===== config.mk =====
export PLATFORM = sky130hd
export DESIGN_NAME = frame_writer
export DESIGN_NICKNAME = d
export VERILOG_FILES = /design/src/rtl/tron_fb_pkg.sv /design/src/rtl/fw_req_fifo.sv /design/src/rtl/frame_writer.sv
export SDC_FILE = /design/constraint.sdc
export NUM_CORES = 1
export LEC_CHECK = 0
export BUFFER_PORTS_ARGS = -buffer_cell sky130_fd_sc_hd__buf_2
export CAP_MARGIN = 40
export CORE_MARGIN = 4
export CORE_UTILIZATION = 57
export CTS_CLUSTER_DIAMETER = 40
export CTS_CLUSTER_SIZE = 30
export DETAILED_ROUTE_END_ITERATION = 10
export GPL_TIMING_DRIVEN = 0
export PLACE_DENSITY = 0.78
export SYNTH_ARGS = -nofsm -noshare
export SYNTH_HDL_FRONTEND = slang
export SYNTH_SLANG_ARGS = --single-unit

===== constraint.sdc =====
create_clock -name Clk -period 4.05 [get_ports Clk]
set_input_delay 0.6075 -clock Clk [delete_from_list [all_inputs] [get_ports Clk]]
set_output_delay 0.6075 -clock Clk [all_outputs]
set_load 0.005 [all_outputs]

===== src/rtl/tron_fb_pkg.sv =====
// Shared constants, colour names, FSM states and request payload for the frame writer.
package tron_fb_pkg;

  localparam int unsigned FB_W     = 640;
  localparam int unsigned FB_H     = 480;
  localparam int unsigned FB_WORDS = FB_W / 2 * FB_H;
  localparam int unsigned ADDR_W   = 19;
  localparam int unsigned COORD_W  = 10;
  localparam int unsigned COLOR_W  = 4;
  localparam int unsigned DATA_W   = 16;
  localparam int unsigned DROP_W   = 8;

  typedef enum logic [COLOR_W-1:0] {
    BLACK      = 4'h0,
    RED_TRAIL  = 4'h3,
    RED_HEAD   = 4'h4,
    BLUE_TRAIL = 4'h5,
    BLUE_HEAD  = 4'h6,
    WALL       = 4'h8,
    BIKE_KEY   = 4'hF
  } color_e;

  typedef enum logic {
    IDLE,
    CLEAR
  } fw_state_e;

  // One queued pixel request: 24 bits {x, y, c}.
  typedef struct packed {
    logic [COORD_W-1:0] x;
    logic [COORD_W-1:0] y;
    logic [COLOR_W-1:0] c;
  } fw_req_t;

  // A word covers two horizontally adjacent pixels, both painted with c.
  function automatic logic [DATA_W-1:0] pack_word(input logic [COLOR_W-1:0] c);
    return {4'h0, c, 4'h0, c};
  endfunction

endpackage


===== src/rtl/fw_req_fifo.sv =====
// Request FIFO for the frame writer.
// Ports: clk, reset (sync, active-high), push/din, pop/dout (head, valid when !empty),
//        full/empty (registered flags). Push when full and pop when empty are ignored.
module fw_req_fifo
  import tron_fb_pkg::*;
#(
  parameter int unsigned DEPTH = 4
) (
  input  logic    clk,
  input  logic    reset,
  input  logic    push,
  input  fw_req_t din,
  input  logic    pop,
  output fw_req_t dout,
  output logic    full,
  output logic    empty
);

  localparam int unsigned PTR_W = $clog2(DEPTH);
  localparam int unsigned CNT_W = PTR_W + 1;

  fw_req_t            mem [DEPTH];
  logic [PTR_W-1:0]   wr_ptr;
  logic [PTR_W-1:0]   rd_ptr;
  logic [CNT_W-1:0]   count;
  logic [CNT_W-1:0]   count_next;
  logic               do_push;
  logic               do_pop;

  assign do_push = push && !full;
  assign do_pop  = pop && !empty;
  assign dout    = mem[rd_ptr];

  // Occupancy after this cycle's accepted push/pop.
  always_comb begin
    count_next = count;
    if (do_push && !do_pop) begin
      count_next = count + CNT_W'(1);
    end else if (do_pop && !do_push) begin
      count_next = count - CNT_W'(1);
    end
  end

  // Pointers and flags; pointers wrap naturally since DEPTH is a power of 2.
  always_ff @(posedge clk) begin
    if (reset) begin
      wr_ptr <= '0;
      rd_ptr <= '0;
      count  <= '0;
      full   <= 1'b0;
      empty  <= 1'b1;
    end else begin
      if (do_push) wr_ptr <= wr_ptr + PTR_W'(1);
      if (do_pop)  rd_ptr <= rd_ptr + PTR_W'(1);
      count <= count_next;
      full  <= (count_next == CNT_W'(DEPTH));
      empty <= (count_next == '0);
    end
  end

  // Storage needs no reset; empty guards the head.
  always_ff @(posedge clk) begin
    if (do_push) mem[wr_ptr] <= din;
  end

endmodule


===== src/rtl/frame_writer.sv =====
// Write side of the colour-enum frame buffer: turns queued pixel requests into
// frameRAM word writes and can sweep the whole buffer with a clear colour.
// Ports: Clk, Reset (sync, active-high); clear_start/clear_color start a clear;
//        req_valid/req_ready/req_x/req_y/req_color pixel request handshake;
//        write_address/Data_In/WE registered frameRAM write port;
//        clearing (sweep active), clear_done (1-cycle pulse), drop_count (saturating).
// The row stride is the fixed 320-word shift-add, so FB_W is expected to stay 640;
// FB_H may be reduced for smaller buffers.
module frame_writer #(
  parameter int unsigned FIFO_DEPTH = 4,
  parameter int unsigned FB_W       = tron_fb_pkg::FB_W,
  parameter int unsigned FB_H       = tron_fb_pkg::FB_H,
  parameter int unsigned FB_WORDS   = FB_W / 2 * FB_H
) (
  input  logic                             Clk,
  input  logic                             Reset,
  input  logic                             clear_start,
  input  logic [tron_fb_pkg::COLOR_W-1:0]  clear_color,
  input  logic                             req_valid,
  output logic                             req_ready,
  input  logic [tron_fb_pkg::COORD_W-1:0]  req_x,
  input  logic [tron_fb_pkg::COORD_W-1:0]  req_y,
  input  logic [tron_fb_pkg::COLOR_W-1:0]  req_color,
  output logic [tron_fb_pkg::ADDR_W-1:0]   write_address,
  output logic [tron_fb_pkg::DATA_W-1:0]   Data_In,
  output logic                             WE,
  output logic                             clearing,
  output logic                             clear_done,
  output logic [tron_fb_pkg::DROP_W-1:0]   drop_count
);

  import tron_fb_pkg::*;

  fw_state_e           state_q, state_d;
  logic                we_q, we_d;
  logic [ADDR_W-1:0]   addr_q, addr_d;
  logic [DATA_W-1:0]   data_q, data_d;
  logic                clearing_q, clearing_d;
  logic                done_q, done_d;
  logic [ADDR_W-1:0]   cnt_q, cnt_d;
  logic [COLOR_W-1:0]  cc_q, cc_d;
  logic [DROP_W-1:0]   drop_q, drop_d;

  fw_req_t             push_req;
  fw_req_t             head;
  logic                fifo_full;
  logic                fifo_empty;
  logic                pop;
  logic                in_range;
  logic [ADDR_W-1:0]   pix_addr;

  assign push_req = '{x: req_x, y: req_y, c: req_color};
  assign req_ready = !fifo_full;

  fw_req_fifo #(.DEPTH(FIFO_DEPTH)) u_fifo (
    .clk   (Clk),
    .reset (Reset),
    .push  (req_valid && !fifo_full),
    .din   (push_req),
    .pop   (pop),
    .dout  (head),
    .full  (fifo_full),
    .empty (fifo_empty)
  );

  // Range check and word address of the FIFO head: x/2 + y*320.
  assign in_range = (head.x < COORD_W'(FB_W)) && (head.y < COORD_W'(FB_H));
  assign pix_addr = ADDR_W'(head.x >> 1) + (ADDR_W'(head.y) << 8) + (ADDR_W'(head.y) << 6);

  // Next state and next value of every registered output.
  always_comb begin
    state_d    = state_q;
    we_d       = 1'b0;
    addr_d     = addr_q;
    data_d     = data_q;
    clearing_d = clearing_q;
    done_d     = 1'b0;
    cnt_d      = cnt_q;
    cc_d       = cc_q;
    drop_d     = drop_q;
    pop        = 1'b0;

    case (state_q)
      IDLE: begin
        // The final sweep write is on the port this cycle; end the sweep status next cycle.
        if (clearing_q) begin
          clearing_d = 1'b0;
          done_d     = 1'b1;
        end
        if (!fifo_empty) begin
          pop = 1'b1;
          if (in_range) begin
            we_d   = 1'b1;
            addr_d = pix_addr;
            data_d = pack_word(head.c);
          end else if (drop_q != '1) begin
            drop_d = drop_q + DROP_W'(1);
          end
        end
        if (clear_start) begin
          state_d    = CLEAR;
          cc_d       = clear_color;
          cnt_d      = '0;
          clearing_d = 1'b1;
        end
      end

      CLEAR: begin
        we_d   = 1'b1;
        addr_d = cnt_q;
        data_d = pack_word(cc_q);
        cnt_d  = cnt_q + ADDR_W'(1);
        if (cnt_q == ADDR_W'(FB_WORDS - 1)) begin
          state_d = IDLE;
        end
      end

      default: state_d = IDLE;
    endcase
  end

  // State and output registers.
  always_ff @(posedge Clk) begin
    if (Reset) begin
      state_q    <= IDLE;
      we_q       <= 1'b0;
      addr_q     <= '0;
      data_q     <= '0;
      clearing_q <= 1'b0;
      done_q     <= 1'b0;
      cnt_q      <= '0;
      cc_q       <= '0;
      drop_q     <= '0;
    end else begin
      state_q    <= state_d;
      we_q       <= we_d;
      addr_q     <= addr_d;
      data_q     <= data_d;
      clearing_q <= clearing_d;
      done_q     <= done_d;
      cnt_q      <= cnt_d;
      cc_q       <= cc_d;
      drop_q     <= drop_d;
    end
  end

  assign WE            = we_q;
  assign write_address = addr_q;
  assign Data_In       = data_q;
  assign clearing      = clearing_q;
  assign clear_done    = done_q;
  assign drop_count    = drop_q;

endmodule


---- After elaboration in Yosys (flattened, before gate mapping) ----
Memory sizes are Yosys's and may differ from the RTL's. A register that Yosys moved wholly into a read port is not among the register bits.
Cells that the tools add are included.
W data, S select, Z words.
operators by class
  add/subtract/negate cells ............... 8
  magnitude comparators ................... 2
  equal/unequal tests ..................... 6
  mux-type cells .......................... 23
  bitwise logic cells ..................... 3
  reductions and logical operators ........ 15
operators by type and width
  operator                 number
  $pmux W19 S2             2
  $mux W19                 3
  $mux W16                 2
  $pmux W16 S2             1
  $add A19 B1 Y19 const B  1
  $add A19 B16 Y19         1
  $add A9 B18 Y19          1
  $eq A19 B18 Y1 const B   1
  $lt A10 B10 Y1 const B   1
  $lt A10 B9 Y1 const B    1
  $mux W1                  9
  $add A8 B1 Y8 const B    1
  $ne A8 B8 Y1 const B     1
  $logic_and A1 B1 Y1      6
  $mux W3                  2
  $ne A2 B2 Y1 const B     3
  $add A2 B1 Y2 const B    2
  $logic_not A1 Y1         4
  $mux W2                  2
  $pmux W1 S2              2
  $reduce_and A2 Y1        2
  $reduce_and A4 Y1        1
  $add A3 B1 Y3 const B    1
  $eq A3 B3 Y1 const B     1
  other kinds (4)          6
storage, ports and cells
  register bits after elaboration ......... 79
  bits in writable memories ............... 96
  bits of input ports ..................... 32
  output and inout bits ................... 47
  memories kept ........................... 1
memory list
  name        depth  bits a word  read ports  clocked after memory_dff  write ports  line               RTL
  u_fifo.mem  4      24           1           1                         1            fw_req_fifo.sv:22  fw_req_t mem [DEPTH];

---- Longest topological paths before layout ----
Gate-level depths: netlist of run 1.
  word-level depth ........................ 8
  gate-level depth with buffers ........... 13
  gate-level depth less buffers ........... 10

---- Modules after synthesis ----
A second synthesis of run 1 with hierarchy kept.
second synthesis, totals
  cell total of the unflattened synthesis .. 570
  area total of the unflattened synthesis .. 7485.9 µm²
modules (own cells, without submodules)
  module        times used  cells an instance  area each (µm²)
  fw_req_fifo   1           195                4112.7
  frame_writer  1           375                3373.2

---- Worst setup path after synthesis of run 1 ----
OpenSTA, ideal clock, no wires.
  path kind ............................... register to register
  start point ............................. register (tool-made name)
  end point ............................... register addr_q[17], in the netlist write_address[17]
  setup time .............................. 0.132 ns
  arrival time ............................ 3.226 ns
  setup slack ............................. 0.692 ns
  stages on the path, launching flop included .. 13
  path buffers ............................ 3
  period minus slack after synthesis ...... 3.358 ns
  cells stage by stage .................... dfxtp_1 -> buf_6 -> buf_8 -> buf_2 -> mux4_2 -> ha_1 -> ha_1 -> fa_1 -> a211oi_1 -> o211ai_1 -> a31o_2 -> a21oi_1 -> o31ai_1
RTL lines
  item                    line                 RTL
  end signal: assignment  frame_writer.sv:137  addr_q <= addr_d;
  end: declaration        frame_writer.sv:36   logic [ADDR_W-1:0] addr_q, addr_d;

==> results by group, run 1 <==
Run status
  – Status: completed

Cells and area
  – Antenna Cells: 0
  – Filler instances: 853
  – Area Growth Syn to Fin: 16.6%
  – Design Area, Final: 8370 um^2
  – Final core occ: 0.688
  – Layout Nets: 716
  – Reg area: 4140 um^2
  – Most frequent cells in the layout: edfxtp_1, buf_2, dfxtp_1
  – Most common cell after layout, fill and taps aside: edfxtp_1
  – Multi-input logic area: 2760 um^2
  – Share of layout cells above drive strength 1: 0.238

STA
  – Final setup viols: 0
  – Fin. max-slew vios: 0
  – Minimum clock period: 3.68 ns
  – Worst Max-Slew Pin Slew: 0.785 ns
  – F_max: 0.272 GHz
  – RSZ-0062 raised after global routing: false
  – Final Hold Viols: 0
  – Setup_tns: 0 ns
  – Clk_skew: 0.00996 ns
  – Worst setup margin: 0.370 ns
  – Final worst-path cycle share: 0.909
  – Slew margin rel.: 0.474

Placed design
  – Placed wire-length estimate: 11500 um
  – Placer Congestion: 0.883
  – Worst slack, placed: -0.0144 ns
  – Buffers on Ports: 68
  – Placed Area: 7840 um^2

Synth
  – Top-area cell type share of the netlist area: 0.385
  – Post-synthesis xor/xnor area fraction: 0.0195
  – Synth warnings: 0
  – Complex-gate fraction of the synthesized area: 0.106
  – Library cells used by synthesis: 65
  – Leading area contributor after synthesis: edfxtp_1
  – Post-synthesis sequential area ratio: 0.577
  – Largest family of logic cells by synthesized area: simple AND/OR/NAND/NOR gates
  – Mux cell area share after synthesis: 0.0870
  – Adder-Cell Fraction of Synth Area: 0.0526
  – FFs w/ async S/R, synth: 0
  – Synth top area cells: edfxtp_1, dfxtp_1, mux4_2, ha_1, nor2_1
  – Post-synth EDFFs: 92
  – Synth Register Bits: 161
  – Top FF cell, synth: edfxtp_1
  – Cells after Synth: 558
  – Synth Area per Inst: 12.9 um^2
  – Netlist Area Pre-Place: 7180 um^2
  – Simple logic cell fraction of the synthesized area: 0.115

Drt
  – Wire per inst: 19.0 um
  – Vias per cell: 5.96
  – Router iterations before antenna repair: 6
  – DRT antenna net count: 0
  – Via total after detailed routing: 4982
  – Initial drt markers: 496
  – Final wirelength: 15900 um
  – DRC violations left: 0

GRT
  – GRT Total Usage: 0.226
  – Initial antenna violation count: 0
  – Largest net degree at the start of global routing: 20
  – Vias in the first global route: 4857
  – Grt ovf: 0
  – First-pass GRT wire length: 25200 um

Critical path
  – Critical path required time: 4.35 ns
  – CP Launch Type: register
  – Crit Path Class: reg2reg
  – Crit path capture type: register
  – Worst Path Max Fanout: 19
  – Cell Chain, Critical Path: buf_2, mux4_2, inv_1, fa_1, inv_1, fa_1, a211oi_1, o211ai_1, a31o_2, a21oi_1, o31ai_1
  – Crit path DAT: 3.98 ns
  – Delay of the slowest cell on the worst path: 0.53 ns
  – Slowest-stage cell, CP: fa_1

Power
  – Switching Fraction: 0.325
  – Seq pwr share: 0.382
  – Power per Cell Area: 609 nW/um^2
  – Logic pwr share: 0.325
  – Pint: 3.44 mW
  – Clk pwr share: 0.293
  – Leakage: 3.14 nW
  – Peak VDD IR: 0.430 mV
  – Sw power: 1.66 mW

Floorplan
  – Total core area: 12200 um^2
  – DIE AREA: 14500 um^2
  – I/O pin cnt: 79
  – Die extent in y: 120 um
  – Initial Util: 0.590
  – Die W: 120 um
  – Num rows: 40

Run
  – Max cap viols: 0

CTS
  – Number of gates resized after cts: 0
  – Hold-fix buffers, CTS: 0
  – Htree depth: 4
  – Reg clk slew, reported paths: 0.07 ns
  – Setup Buffers After CTS: 0
  – Clk sinks: 161
  – Clk_lat worst skew: 0.43 ns
  – Num CTS Buffers: 17
  – CTS tree: done
  – CTS Root Cell: clkbuf_16
  – CTS Buffer Depth: 2

Min path
  – Hold Crit Class: in2reg
==> through the flow <==
| step | std cells | power (mW) | hold slack (ns) |
|---|---|---|---|
| 2_1_floorplan | 565 | 3.19 | 0.437 |
| 3_3_place_gp | 801 | 3.55 | 0.444 |
| 3_5_place_dp | 806 | 3.64 | 0.464 |
| 4_1_cts | 837 | 5.13 | 0.379 |
| 5_1_grt | 836 | 5.38 | 0.384 |
| 6_report | 836 | 5.10 | 0.395 |
==> sequential cells by signal, indices dropped and copies added, names as in the netlist, 2 cells and up, named ones only <==
register and flops:
drop_count 8, write_address 19, u_fifo.wr_ptr 2, u_fifo.rd_ptr 2, cc_q 4, u_fifo.mem 92, u_fifo.count 3, cnt_q 19
Data_In 4
==> area by class of cell <==
class	count	share of cell area
multi-input combinational	347	0.329
inverter	20	0.00897
buffer	35	0.0263
timing repair buffer	73	0.0505
sequential	161	0.495
clock inverter	11	0.0124
clock buffer	21	0.0526
tap	168	0.0251
==> worst max-delay path, delay by kind of cell, from the launching register on <==
family	cells	cell delay (ns)
flops	1	0.45
fa+ha+maj	2	1.01
buf+inv	3	0.61
compound gates	5	1.14
mux	1	0.34
==> cell families (layout without fill, tap and decap cells) <==
| family | after synthesis | in the layout |
|---|---|---|
| xor+xnor | 16 | 16 |
| flops | 161 | 161 |
| fa+ha+maj | 29 | 29 |
| simple gates | 163 | 163 |
| compound gates | 99 | 99 |
| buf+inv | 57 | 160 |
| mux | 32 | 32 |
| other cells | 1 | 8 |
==> routing by layer <==
layer / wire length (um) / GRT usage / part of all wire
met5: 0 / 0 / 0
met4: 369 / 0.0751 / 0.023
met3: 1050 / 0.0645 / 0.066
met2: 7800 / 0.368 / 0.49
met1: 6630 / 0.295 / 0.42
==> worst paths after layout <==
| path | from | end | slack (ns) | cells past startpoint |
|---|---|---|---|---|
| max | register | write_address[17]$_SDFFE_PP0P_ | 0.37 | 11 |
| min | req_x[1] | u_fifo.mem[2][15]$_DFFE_PP_ | 0.40 | 1 |
| max reg2reg | register | write_address[17]$_SDFFE_PP0P_ | 0.37 | 11 |
| min reg2reg | cc_q[1]$_SDFFE_PP0P_ | cc_q[1]$_SDFFE_PP0P_ | 0.47 | 2 |
==> cells in the mapped netlist, types with 3 or more instances <==
master and instances:
a21o_1 5, ha_1 27, nor2b_1 5, inv_1 20, and3_1 9, nor3b_1 6, nand4_1 8, edfxtp_1 92
and2_1 7, mux2i_1 5, mux2_2 4, xnor2_1 11, nor2_1 50, nand2_1 30, a2111oi_2 4, nor3_1 14
xor2_1 5, nor4_1 4, buf_4 14, buf_2 3, a221o_1 7, buf_1 7, mux4_2 20, dfxtp_1 69
a31oi_1 3, clkbuf_1 9, buf_6 3, a222oi_1 4, mux4_1 3, a211oi_1 13, nor4b_1 3, nand3_1 13
a21oi_1 28, o21ai_0 10
==> power groups by stage <==
| stage | Combinational, mW | Sequential, mW | Clock, mW |
|---|---|---|---|
| global placement | 1.58 | 1.97 | 0 |
| global route | 1.84 | 1.96 | 1.59 |
| floorplan | 1.23 | 1.97 | 0 |
| detailed placement | 1.65 | 1.98 | 0 |
| finish | 1.66 | 1.95 | 1.50 |
| CTS | 1.67 | 1.95 | 1.51 |
No activity file was read; power rests on OpenSTA's default activity.
==> run 2: changes to the inputs <==
RECOVER_POWER = 50   (was default)
==> run 2 against run 1 <==
Against the previous run: hold slack improved by 0.038 ns; final area shrank 0.60%; sequential share of layout area increased by 0.30 points; largest cell class unchanged; critical path depth is the same; utilization fell by 0.41 points; clock power about the same; combinational power about the same; critical endpoint unchanged; global-route usage is the same; first-iteration DRC count fell by 16%.
==> results by group, run 2 (synthesis results as in run 1) <==
GRT
  – Vias in the first global route: 4857 (unchanged)
  – First-pass GRT wire length: 25200 um (unchanged)
  – GRT Total Usage: 0.226 (unchanged)
  – Initial antenna violation count: 0 (unchanged)
  – Largest net degree at the start of global routing: 20 (unchanged)
  – Grt ovf: 0 (unchanged)

Drt
  – Vias per cell: 5.93 (was 5.96)
  – Router iterations before antenna repair: 5 (was 6)
  – Initial drt markers: 416 (was 496)
  – Final wirelength: 15900 um (about the same)
  – DRC violations left: 0 (unchanged)
  – Via total after detailed routing: 4961 (was 4982)
  – DRT antenna net count: 0 (unchanged)
  – Wire per inst: 19.1 um (was 19.0 um)

Critical path
  – Critical path required time: 4.34 ns (was 4.35 ns)
  – Cell Chain, Critical Path: buf_2, mux4_2, inv_1, fa_1, inv_1, fa_1, a211oi_1, o211ai_1, a31o_2, a21oi_1, o31ai_1 (unchanged)
  – Crit path capture type: register (unchanged)
  – Family with the most delay on the worst path: compound AO/OA/AOI/OAI gates (unchanged)
  – Crit Path Class: reg2reg (unchanged)
  – Crit path DAT: 3.97 ns (was 3.98 ns)
  – Delay of the slowest cell on the worst path: 0.53 ns (about the same)
  – Worst Path Max Fanout: 19 (unchanged)
  – CP Launch Type: register (unchanged)
  – Slowest-stage cell, CP: fa_1 (unchanged)
  – Crit path buffers/inverters: 3 (unchanged)

STA
  – Worst setup margin: 0.377 ns (was 0.370 ns)
  – Final setup viols: 0 (unchanged)
  – RSZ-0062 raised after global routing: false (unchanged)
  – Slew margin rel.: 0.379 (was 0.474)
  – Final worst-path cycle share: 0.907 (was 0.909)
  – F_max: 0.272 GHz (about the same)
  – Fin. max-slew vios: 0 (unchanged)
  – Final Hold Viols: 0 (unchanged)
  – Worst Max-Slew Pin Slew: 0.931 ns (was 0.785 ns)
  – Minimum clock period: 3.67 ns (was 3.68 ns)
  – Setup_tns: 0 ns (unchanged)
  – Hold_ws: 0.433 ns (was 0.395 ns)
  – Clk_skew: 0.0104 ns (was 0.00996 ns)

Placed design
  – Worst slack, placed: -0.0144 ns (unchanged)
  – Placer Congestion: 0.883 (unchanged)
  – Placed Area: 7840 um^2 (unchanged)
  – Buffers on Ports: 68 (unchanged)
  – Placed cell count: 806 (unchanged)
  – Placed wire-length estimate: 11500 um (unchanged)

Power
  – Sw power: 1.66 mW (about the same)
  – Leakage: 3.00 nW (was 3.14 nW)
  – Logic pwr share: 0.323 (was 0.325)
  – Pint: 3.43 mW (was 3.44 mW)
  – Power per Cell Area: 612 nW/um^2 (was 609 nW/um^2)
  – Switching Fraction: 0.326 (was 0.325)
  – Seq pwr share: 0.383 (was 0.382)
  – Peak VDD IR: 0.431 mV (was 0.430 mV)
  – Pwr Total: 5.10 mW (about the same)
  – Clk pwr share: 0.294 (was 0.293)

CTS
  – Num CTS Buffers: 17 (unchanged)
  – Clk_lat worst skew: 0.42 ns (was 0.43 ns)
  – CTS Root Cell: clkbuf_16 (unchanged)
  – CTS tree: done (unchanged)
  – Number of gates resized after cts: 0 (unchanged)
  – Setup Buffers After CTS: 0 (unchanged)
  – Clk sinks: 161 (unchanged)
  – Htree depth: 4 (unchanged)
  – Hold-fix buffers, CTS: 0 (unchanged)
  – Reg clk slew, reported paths: 0.07 ns (about the same)
  – CTS Buffer Depth: 2 (unchanged)

Cells and area
  – Most common cell after layout, fill and taps aside: edfxtp_1 (unchanged)
  – Most frequent cells in the layout: edfxtp_1, dfxtp_1, clkbuf_1 (was edfxtp_1, buf_2, dfxtp_1)
  – Antenna Cells: 0 (unchanged)
  – Design Area, Final: 8320 um^2 (was 8370 um^2)
  – Share of layout cells above drive strength 1: 0.178 (was 0.238)
  – Filler instances: 872 (was 853)
  – Final Non-Filler Cells: 836 (unchanged)
  – Final core occ: 0.684 (was 0.688)
  – Max FFs per register: 92 (unchanged)
  – Area Growth Syn to Fin: 16.0% (was 16.6%)
  – Layout Nets: 716 (unchanged)
  – Biggest register: u_fifo.mem (unchanged)

Floorplan
  – Die W: 120 um (unchanged)
  – Die extent in y: 120 um (unchanged)
  – Num rows: 40 (unchanged)
  – I/O pin cnt: 79 (unchanged)
  – Total core area: 12200 um^2 (unchanged)
  – Initial Util: 0.590 (unchanged)
  – DIE AREA: 14500 um^2 (unchanged)

Run status
  – Status: completed (unchanged)

Run
  – Max cap viols: 0 (unchanged)

Min path
  – Hold Crit Class: in2reg (unchanged)
[run 2: final cells by class]
class	count	area [um^2]	share of cell area
multi-input cells	347	2760	0.331
clock inverters	11	104	0.0125
clock buffers	21	440	0.0529
repair buffers	73	374	0.0450
flip-flops and latches	161	4140	0.498
well taps	168	210	0.0253
plain buffers	35	219	0.0263
inverters	20	75.1	0.00902
[run 2: metal layers]
layer,GRT usage,share of wire,vias to the layer above,wire length [um]
li1,-,-,2304,-
met1,0.295,0.41,2432,6600
met2,0.368,0.49,191,7860
met3,0.0645,0.068,34,1080
met4,0.0751,0.024,0,383
met5,0,0,-,0
[run 2: worst paths after layout]
kind	start	endpoint	slack [ns]	depth (start not counted)
worst min register to register	cc_q[1]$_SDFFE_PP0P_	cc_q[1]$_SDFFE_PP0P_	0.47	2
worst min-delay path	clear_color[1]	cc_q[1]$_SDFFE_PP0P_	0.43	3
worst max-delay path	register	write_address[17]$_SDFFE_PP0P_	0.38	11
worst max register to register	register	write_address[17]$_SDFFE_PP0P_	0.38	11
[run 2: power groups by stage]
| stage | combinational, mW | clock [mW] | sequential (mW) |
|---|---|---|---|
| 2_1_floorplan | 1.23 | 0 | 1.97 |
| 3_3_place_gp | 1.58 | 0 | 1.97 |
| 3_5_place_dp | 1.65 | 0 | 1.98 |
| 4_1_cts | 1.67 | 1.51 | 1.95 |
| 5_1_grt | 1.83 | 1.59 | 1.96 |
| 6_report | 1.65 | 1.50 | 1.95 |
[run 2: tightest hold or removal path: cells and delay by family]
| kind | cells | cell delay, ns |
|---|---|---|
| AOI/OAI and AO/OA | 1 | 0.05 |
| and+or+nand+nor | 1 | 0.04 |
| buffers and inverters | 1 | 0.09 |
==> run 3: changes to the inputs <==
CORE_MARGIN = 2   (was 4)
SLEW_MARGIN = 5   (was default)
==> run 3 against run 2 <==
Against the previous run: first-iteration DRC count is 4.6% lower; non-clock buffer count is 1 higher; combinational power hardly changed; fmax is 3.9% lower; setup slack worse by 0.15 ns; die area is 6.5% lower; sequential cell count stayed put; clock skew hardly changed; power is 0.27% lower; largest power group unchanged.
==> results by group, run 3 (synthesis results as in run 1) <==
Power
  – Peak VDD IR: 0.430 mV (was 0.431 mV)
  – Sw power: 1.65 mW (was 1.66 mW)
  – Seq pwr share: 0.384 (was 0.383)
  – Pint: 3.43 mW (about the same)
  – Power per Cell Area: 612 nW/um^2 (about the same)
  – Switching Fraction: 0.325 (was 0.326)
  – Logic pwr share: 0.327 (was 0.323)
  – Clk pwr share: 0.289 (was 0.294)
  – Leakage: 2.97 nW (was 3.00 nW)

Drt
  – Vias per cell: 5.92 (was 5.93)
  – DRT antenna net count: 0 (unchanged)
  – Via total after detailed routing: 4956 (was 4961)
  – Initial drt markers: 397 (was 416)
  – Wire per inst: 18.7 um (was 19.1 um)
  – Final wirelength: 15700 um (was 15900 um)
  – Router iterations before antenna repair: 5 (unchanged)
  – DRC violations left: 0 (unchanged)

Min path
  – Hold Crit Class: in2reg (unchanged)
  – Hold Path Sink: cc_q[0]$_SDFFE_PP0P_ (was cc_q[1]$_SDFFE_PP0P_)
  – Worst hold stages: 3 (unchanged)
  – Hold Startpoint: clear_color[0] (was clear_color[1])

Cells and area
  – Reg area: 4140 um^2 (unchanged)
  – Max FFs per register: 92 (unchanged)
  – Layout Nets: 717 (was 716)
  – Multi-input logic area: 2760 um^2 (unchanged)
  – Final Non-Filler Cells: 837 (was 836)
  – Antenna Cells: 0 (unchanged)
  – Share of layout cells above drive strength 1: 0.172 (was 0.178)
  – Most common cell after layout, fill and taps aside: edfxtp_1 (unchanged)
  – Area Growth Syn to Fin: 15.7% (was 16.0%)
  – Filler instances: 903 (was 872)
  – Biggest register: u_fifo.mem (unchanged)
  – Most frequent cells in the layout: edfxtp_1, dfxtp_1, clkbuf_1 (unchanged)

GRT
  – Largest net degree at the start of global routing: 20 (unchanged)
  – GRT Total Usage: 0.246 (was 0.226)
  – Vias in the first global route: 4885 (was 4857)
  – First-pass GRT wire length: 24600 um (was 25200 um)
  – Initial antenna violation count: 0 (unchanged)
  – Grt ovf: 0 (unchanged)

Run status
  – Status: completed (unchanged)

Floorplan
  – Total core area: 12200 um^2 (unchanged)
  – Initial Util: 0.590 (unchanged)
  – Die W: 116 um (was 120 um)
  – DIE AREA: 13500 um^2 (was 14500 um^2)
  – Num rows: 40 (unchanged)
  – I/O pin cnt: 79 (unchanged)
  – Die extent in y: 116 um (was 120 um)

STA
  – Final Hold Viols: 0 (unchanged)
  – F_max: 0.262 GHz (was 0.272 GHz)
  – Worst Max-Slew Pin Slew: 0.752 ns (was 0.931 ns)
  – Slew margin rel.: 0.496 (was 0.379)
  – Final setup viols: 0 (unchanged)
  – Fin. max-slew vios: 0 (unchanged)
  – Final worst-path cycle share: 0.943 (was 0.907)
  – Worst setup margin: 0.229 ns (was 0.377 ns)
  – RSZ-0062 raised after global routing: false (unchanged)
  – Minimum clock period: 3.82 ns (was 3.67 ns)
  – Clk_skew: 0.0104 ns (about the same)

Placed design
  – Placer Congestion: 0.900 (was 0.883)
  – Buffers on Ports: 68 (unchanged)
  – Placed cell count: 806 (unchanged)
  – Worst slack, placed: -0.117 ns (was -0.0144 ns)
  – Placed wire-length estimate: 11100 um (was 11500 um)

Critical path
  – Slowest-stage cell, CP: mux4_2 (was fa_1)
  – Crit path capture type: register (unchanged)
  – Critical path required time: 4.34 ns (about the same)
  – CP Launch Type: register (unchanged)
  – Critical R2R Capture: write_address[17]$_SDFFE_PP0P_ (unchanged)
  – Cell Chain, Critical Path: buf_6, buf_8, clkbuf_4, mux4_2, ha_1, ha_1, fa_1, a211oi_1, o211ai_1, a31o_2, a21oi_1, o31ai_1 (was buf_2, mux4_2, inv_1, fa_1, inv_1, fa_1, a211oi_1, o211ai_1, a31o_2, a21oi_1, o31ai_1)
  – Crit path top cell by count: ha_1
  – Crit path DAT: 4.11 ns (was 3.97 ns)
  – Crit Path Class: reg2reg (unchanged)
  – Internal reg-to-reg setup slack: 0.23 ns (was 0.38 ns)
  – Worst Reg-to-Reg Cells: 12 (was 11)
  – Worst Path Max Fanout: 10 (was 19)
  – Delay of the slowest cell on the worst path: 0.58 ns (was 0.53 ns)

CTS
  – Hold-fix buffers, CTS: 0 (unchanged)
  – CTS Buffer Depth: 2 (unchanged)
  – Reg clk slew, reported paths: 0.06 ns (was 0.07 ns)
  – CTS Root Cell: clkbuf_16 (unchanged)
  – Clk_lat worst skew: 0.43 ns (was 0.42 ns)
  – Num CTS Buffers: 17 (unchanged)
  – Clk sinks: 161 (unchanged)
  – Htree depth: 4 (unchanged)
  – CTS tree: done (unchanged)

Run
  – Max cap viols: 0 (unchanged)
run 3: changes by cell type in the layout (fill, tap and decap cells not counted), moves of 2 or more:
cell	change
clkinvlp_4	+3
clkinv_2	+2
inv_6	-3
clkbuf_1	+5
buf_2	-6
run 3: worst max path at each step:
| stage | from | end | slack (ns) | depth (start not counted) |
|---|---|---|---|---|
| final | register | write_address[17]$_SDFFE_PP0P_ | 0.23 | 12 |
| after global routing | register | write_address[17]$_SDFFE_PP0P_ | 0.05 | 12 |
| after CTS | register | write_address[17]$_SDFFE_PP0P_ | 0.12 | 12 |
| after detailed placement | register | write_address[17]$_SDFFE_PP0P_ | -0.12 | 12 |
| after global placement | register | write_address[17]$_SDFFE_PP0P_ | 0.06 | 12 |
| after floorplan | register | write_address[17]$_SDFFE_PP0P_ | 0.69 | 12 |
run 3: power by group through the flow:
| stage | registers [mW] | logic (mW) | clock network (mW) |
|---|---|---|---|
| global placement | 1.97 | 1.57 | 0 |
| detailed placement | 1.98 | 1.64 | 0 |
| finish | 1.95 | 1.66 | 1.47 |
| floorplan | 1.97 | 1.23 | 0 |
| CTS | 1.95 | 1.67 | 1.49 |
| global route | 1.96 | 1.83 | 1.55 |
run 3: layer usage:
layer  up-vias  share of wire  wire [um]  global-route usage
li1       2299              -          -                   -
met3        36          0.065       1010              0.0597
met2       208           0.49       7720               0.402
met1      2413           0.42       6520               0.314
met4         0          0.025        397               0.112
met5         -              0          0                   0
run 3: stage by stage:
stage / util / hold slack, ns / cell area, um^2 / total power [mW] / TNS [ns]
after floorplan: - / 0.437 / 7200 / 3.19 / 0
after global placement: 0.638 / 0.446 / 7750 / 3.54 / 0
after detailed placement: 0.643 / 0.460 / 7820 / 3.62 / -0.117
after CTS: 0.688 / 0.376 / 8360 / 5.11 / 0
after global routing: 0.683 / 0.419 / 8310 / 5.34 / 0
final: 0.683 / 0.424 / 8310 / 5.08 / 0
run 3: area by class of cell:
cell class                      instances  share of cell area
Buffer                                 36              0.0274
Clock buffer                           18              0.0517
Clock inverter                         14              0.0142
Inverter                               20             0.00904
Multi-Input combinational cell        347               0.332
Sequential cell                       161               0.499
Tap cell                              168              0.0253
Timing Repair Buffer                   73              0.0417
run 3: repair_timing:
action,CTS,global route
endpoints found under the setup margin,2,4
buffers inserted,0,0
cloned,0,0
resized for setup,0,1
run 3: worst max-delay path: cells and delay by family (launching register included):
kind	cells	cell delay, ns
AOI/OAI and AO/OA	5	1.16
adders and majority gates	3	1.01
buffers and inverters	3	0.60
muxes	1	0.58
DFF	1	0.33
